## config.mk

```make
export PLATFORM = sky130hd
export DESIGN_NAME = seven_seg_scan
export DESIGN_NICKNAME = d
export VERILOG_FILES = /design/src/rtl/seven_seg_scan.sv
export SDC_FILE = /design/constraint.sdc
export NUM_CORES = 1
export LEC_CHECK = 0
export BUFFER_PORTS_ARGS = -buffer_cell sky130_fd_sc_hd__buf_2
export CAP_MARGIN = 0
export CORE_MARGIN = 2
export CORE_UTILIZATION = 55
export CTS_CLUSTER_DIAMETER = 100
export CTS_CLUSTER_SIZE = 8
export DETAILED_ROUTE_END_ITERATION = 7
export MAX_ROUTING_LAYER = met4
export PLACE_DENSITY = 0.76
export SYNTH_ARGS = -nofsm -noshare
export SYNTH_HDL_FRONTEND = slang
export SYNTH_SLANG_ARGS = --single-unit
```

## constraint.sdc

```tcl
create_clock -name clk -period 7.7 [get_ports clk]
set_input_delay 1.155 -clock clk [delete_from_list [all_inputs] [get_ports clk]]
set_output_delay 1.155 -clock clk [all_outputs]
set_load 0.01 [all_outputs]
```

## src/rtl/seven_seg_scan.sv

```systemverilog
// rtl/seven_seg_scan.sv - time-multiplexed four-digit seven-segment scanner
//
// Scans up to four digits over a shared segment bus. Each enabled digit is
// strobed for FREQ+1 cycles, followed by BLANK dark cycles before the next
// enabled digit. Frame data is written through a one-entry shadow register
// and copied to the displayed buffer only at frame boundaries (or while idle),
// so a frame never mixes old and new patterns.
//
// Ports:
//   clk        sole clock, rising edge
//   rst        synchronous reset, active low
//   wr_valid   new frame data offered
//   wr_data    28-bit frame, [6:0] = digit 0 ... [27:21] = digit 3
//   wr_ready   shadow register is free to accept wr_data
//   digit_en   per-digit enable, bit i enables digit i
//   segment    registered segment pattern of the strobed digit
//   digit_sel  registered one-hot digit strobe, active high
//   frame_done registered one-cycle pulse on the first cycle of each frame

module seven_seg_scan #(
  parameter int FREQ  = 250,
  parameter int CBITS = 8,
  parameter int BLANK = 2
) (
  input  logic        clk,
  input  logic        rst,
  input  logic        wr_valid,
  input  logic [27:0] wr_data,
  output logic        wr_ready,
  input  logic [3:0]  digit_en,
  output logic [6:0]  segment,
  output logic [3:0]  digit_sel,
  output logic        frame_done
);

  typedef enum logic [1:0] {OFF, SCAN, BLK} state_t;

  localparam logic [CBITS-1:0] DWELL_LAST = CBITS'(FREQ);
  localparam logic [CBITS-1:0] BLANK_LAST = CBITS'(BLANK - 1);
  localparam logic [CBITS-1:0] CNT_ONE    = CBITS'(1);

  state_t           state, state_n;
  logic [1:0]       idx, idx_n;
  logic [CBITS-1:0] cnt, cnt_n;
  logic [27:0]      active, shadow, disp;
  logic             pending;
  logic             boundary, transfer, accept;
  logic [6:0]       segment_n;
  logic [3:0]       digit_sel_n;

  // Lowest enabled digit; only used when en is non-zero.
  function automatic logic [1:0] lowest_en(input logic [3:0] en);
    logic [1:0] r;
    r = 2'd0;
    for (int k = 3; k >= 0; k--) begin
      if (en[k]) r = 2'(k);
    end
    return r;
  endfunction

  // Next enabled digit after cur in ring order; k=4 wraps back to cur so a
  // lone enabled digit keeps being selected.
  function automatic logic [1:0] next_en(input logic [1:0] cur, input logic [3:0] en);
    logic [1:0] r;
    logic [1:0] cand;
    logic       found;
    r     = cur;
    found = 1'b0;
    for (int k = 1; k <= 4; k++) begin
      cand = cur + 2'(k);
      if (!found && en[cand]) begin
        r     = cand;
        found = 1'b1;
      end
    end
    return r;
  endfunction

  function automatic logic [6:0] pick(input logic [27:0] data, input logic [1:0] i);
    logic [6:0] r;
    case (i)
      2'd0:    r = data[6:0];
      2'd1:    r = data[13:7];
      2'd2:    r = data[20:14];
      default: r = data[27:21];
    endcase
    return r;
  endfunction

  always_comb begin
    state_n     = state;
    idx_n       = idx;
    cnt_n       = cnt;
    boundary    = 1'b0;
    segment_n   = 7'd0;
    digit_sel_n = 4'd0;

    case (state)
      OFF: begin
        if (digit_en != 4'd0) begin
          state_n  = SCAN;
          idx_n    = lowest_en(digit_en);
          cnt_n    = '0;
          boundary = 1'b1;
        end
      end
      SCAN: begin
        if (digit_en == 4'd0) begin
          state_n = OFF;
          cnt_n   = '0;
        end else if (cnt == DWELL_LAST) begin
          state_n = BLK;
          cnt_n   = '0;
        end else begin
          cnt_n = cnt + CNT_ONE;
        end
      end
      BLK: begin
        if (digit_en == 4'd0) begin
          state_n = OFF;
          cnt_n   = '0;
        end else if (cnt == BLANK_LAST) begin
          state_n  = SCAN;
          idx_n    = next_en(idx, digit_en);
          cnt_n    = '0;
          boundary = (idx_n <= idx);
        end else begin
          cnt_n = cnt + CNT_ONE;
        end
      end
      default: begin
        state_n = OFF;
        cnt_n   = '0;
      end
    endcase

    transfer = pending && (boundary || state == OFF);
    accept   = wr_valid && !pending;
    // Outputs are registered, so look ahead through a same-edge transfer.
    disp     = transfer ? shadow : active;

    if (state_n == SCAN) begin
      segment_n   = pick(disp, idx_n);
      digit_sel_n = 4'b0001 << idx_n;
    end
  end

  always_ff @(posedge clk) begin
    if (!rst) begin
      state      <= OFF;
      idx        <= 2'd0;
      cnt        <= '0;
      active     <= 28'd0;
      shadow     <= 28'd0;
      pending    <= 1'b0;
      segment    <= 7'd0;
      digit_sel  <= 4'd0;
      frame_done <= 1'b0;
    end else begin
      state      <= state_n;
      idx        <= idx_n;
      cnt        <= cnt_n;
      segment    <= segment_n;
      digit_sel  <= digit_sel_n;
      frame_done <= boundary;
      // transfer needs pending=1 and accept needs pending=0: never both.
      if (transfer) begin
        active  <= shadow;
        pending <= 1'b0;
      end else if (accept) begin
        shadow  <= wr_data;
        pending <= 1'b1;
      end
    end
  end

  assign wr_ready = ~pending;

endmodule
```

==> summary.txt <==
status - finished clean
Die Ht - 87.0 um
gr usage total - 24.0%
CTS Buf Count - 9
CTS root buffer - clkbuf_8
cell-internal power - 0.697 mW
# hold bufs at CTS - 0
Sink Count - 81
max-slew violation count - 0
Cells after Synth - 465
most common cell after layout, fill and taps aside - nand2_1
kind of critical path - in -> reg
unrepaired setup endpoints after global routing - no
Setup-failing EPs final - 0
Worst Setup SP - digit_en[3]
Clock Skew - 0.00978 ns
synth warn - 0
DRC Markers - 0
Max IR drop VDD - 0.000111 V
Clk Latency, worst-skew pair - 0.35 ns
adder-cell share of the synthesized area - 2.97%
Core ar. - 6720 um^2
Fill cells - 586
leakage power total - 1.72 nW
CTS tree - done
CP max FO - 27
hpwl dp - 5690 um
register area share after synthesis - 42.8%
RR Startpoint - idx[0]
HP Class - reg -> reg
Clock Pin Slew Worst Setup and Hold Paths - 0.08 ns
Yosys cell types - 47
Routability Congestion - 0.970
Seq cells post-synth - 81
Net Sw Frac - 25.9%
grt ovf - 0
Reg power frac - 47.8%
# IOs - 48
cell area power density - 221 nW/um^2
# diodes - 0
Layout area overhead - 12.4%
placed cell area - 4020 um^2
initial antenna violation count - 0
final hold vios - 0
Non-Filler Cell Area, Final - 4260 um^2
DR pass1 iterations - 4
CP startpoint kind - input pin
logic gate share of total power - 12.3%
mapped cell area - 3790 um^2
DRT antenna net count - 0
via count - 3,255
vias in the first global route - 3,054
XOR/XNOR Fraction of Synth Area - 0.925%
FF-to-FF path depth - 11
Syn Area/Cell - 8.15 um^2
Clock Path Buffers - 2
Synth Area in Compound Gates - 14.1%
DRT iter0 DRCs - 212
post-layout minimum cycle time - 3.74 ns
HP Start - active[18]
die area - 7570 um^2
CTS resizes - 0
H-tree levels - 3
ys async rst share - 0%
Seq. cell area - 1620 um^2
Final Net Count - 541
Vias per Instance - 5.59
largest net degree at the start of global routing - 64
Initial Util - 56.4%
PortBufs - 47
MaxCap Viol Count - 0
simple-gate share of the synthesized area - 25.9%
Worst setup endpoint - segment[6]
routed len/inst - 14.3 um
multi-input logic area - 2000 um^2
leading cell types in the layout, fill and taps excluded - nand2_1 (123), dfxtp_1 (81), a21oi_1 (64), buf_2 (47), nor2_1 (22)
Sw Pwr - 0.244 mW
Slew headroom - 28.8%
CP Data Required Time - 7.99 ns
first-pass GRT wire length - 14,000 um
Post-synth EDFFs - 0
Worst setup EP type - register
ys flop type - dfxtp_1
Reg2Reg Capture Point - segment[6]
Clock power frac - 39.8%
CP arrival - 4.03 ns
Setup TNS - 0 ns
syn nets - 509
DIE WIDTH - 87.0 um
fraction of layout cells with a size suffix above 1 - 18.3%
final period utilization - 48.6%
post-synthesis mux area share - 8.62%
Setup Buffers After CTS - 0
row cnt - 30
Worst Tran Pin Value - 1.06 ns
Fmax - 267 MHz
DRT Wirelength - 8330 um
combinational family with the most area after synthesis - simple AND/OR/NAND/NOR gates
R2R setup slack - 4.48 ns
-- power by group through the flow --
stage	logic [mW]	clock network [mW]	registers, mW
2_1_floorplan	0.0849	0	0.457
3_3_place_gp	0.114	0	0.459
3_5_place_dp	0.116	0	0.460
4_1_cts	0.117	0.380	0.450
5_1_grt	0.131	0.396	0.452
6_report	0.116	0.375	0.450
-- cell type report --
class / count / area share (%)
flip-flops and latches: 81 / 38.1
clock inverters: 6 / 2.70
multi-input cells: 345 / 46.9
well taps: 80 / 2.35
inverters: 10 / 0.882
repair buffers: 50 / 6.05
clock buffers: 10 / 3.00
-- critical path, stage by stage --
cell and delay, ns:
buf_2 0.14, nor2b_1 0.13, o21ai_0 0.37, o31ai_1 0.14, ha_1 0.31, nor2b_1 0.13
o31ai_1 0.09, a21oi_1 0.20, nand2b_1 0.49, buf_4 0.37, mux2_2 0.36, o2bb2ai_1 0.12
-- kinds of logic (layout without fill, tap and decap cells) --
logic type                 count (synthesis)  after routing
adders and majority gates                  9              9
AOI/OAI and AO/OA                         88             88
buffers and inverters                     39             76
DFF                                       81             81
and+or+nand+nor                          213            213
xor gates and xnor gates                   4              4
muxes                                     31             31
-- routing by layer --
layer / vias up / GRT usage (%) / share of wire [%]
li1: 1651 / - / -
met1: 1512 / 31.6 / 48
met2: 78 / 37.6 / 46
met3: 14 / 4.17 / 4.0
met4: 0 / 7.81 / 1.6
met5: - / - / 0
-- Yosys cell counts (2+ instances only) --
master	number	area share, %
buf_6	3	0.89
a21oi_1	64	8.5
nor2_1	23	2.3
mux2i_1	18	4.8
nor2b_1	7	1.2
buf_2	7	0.92
clkbuf_1	17	1.7
ha_1	9	3.0
a311oi_1	2	0.46
and2_1	2	0.33
a31oi_1	3	0.50
xor2_1	3	0.69
nand3_1	19	2.5
buf_1	2	0.20
nand2b_1	4	0.66
or3_1	14	2.3
mux2_2	13	3.9
nand2_1	123	12
o21ai_0	4	0.53
nor4_1	3	0.50
nand4_1	8	1.3
inv_1	9	0.89
dfxtp_1	81	43
o31ai_1	4	0.79
-- registers in the layout, indices dropped and copies added (netlist names) --
signal	flops
idx	2
cnt	8
digit_sel	4
state	2
shadow	28
segment	7
frame_done	1
active	28
pending	1
-- worst min-delay path by stage --
stage,cells after the start,end,slack (ns)
after floorplan,2,active[0],0.43
after global placement,2,active[11],0.44
after detailed placement,2,active[24],0.45
after CTS,2,active[8],0.46
after global routing,2,active[23],0.48
final,2,active[18],0.46
-- stage by stage --
stage	utilization, %	instances	setup WS [ns]	hold slack [ns]	total power, mW
floorplan	-	465	4.22	0.433	0.542
global placement	59.8	566	3.68	0.439	0.572
detailed placement	59.8	566	3.57	0.448	0.576
CTS	63.4	582	3.95	0.460	0.947
global route	63.4	582	3.67	0.481	0.980
finish	63.4	582	3.96	0.459	0.941
(Power assumes the default switching activity.)
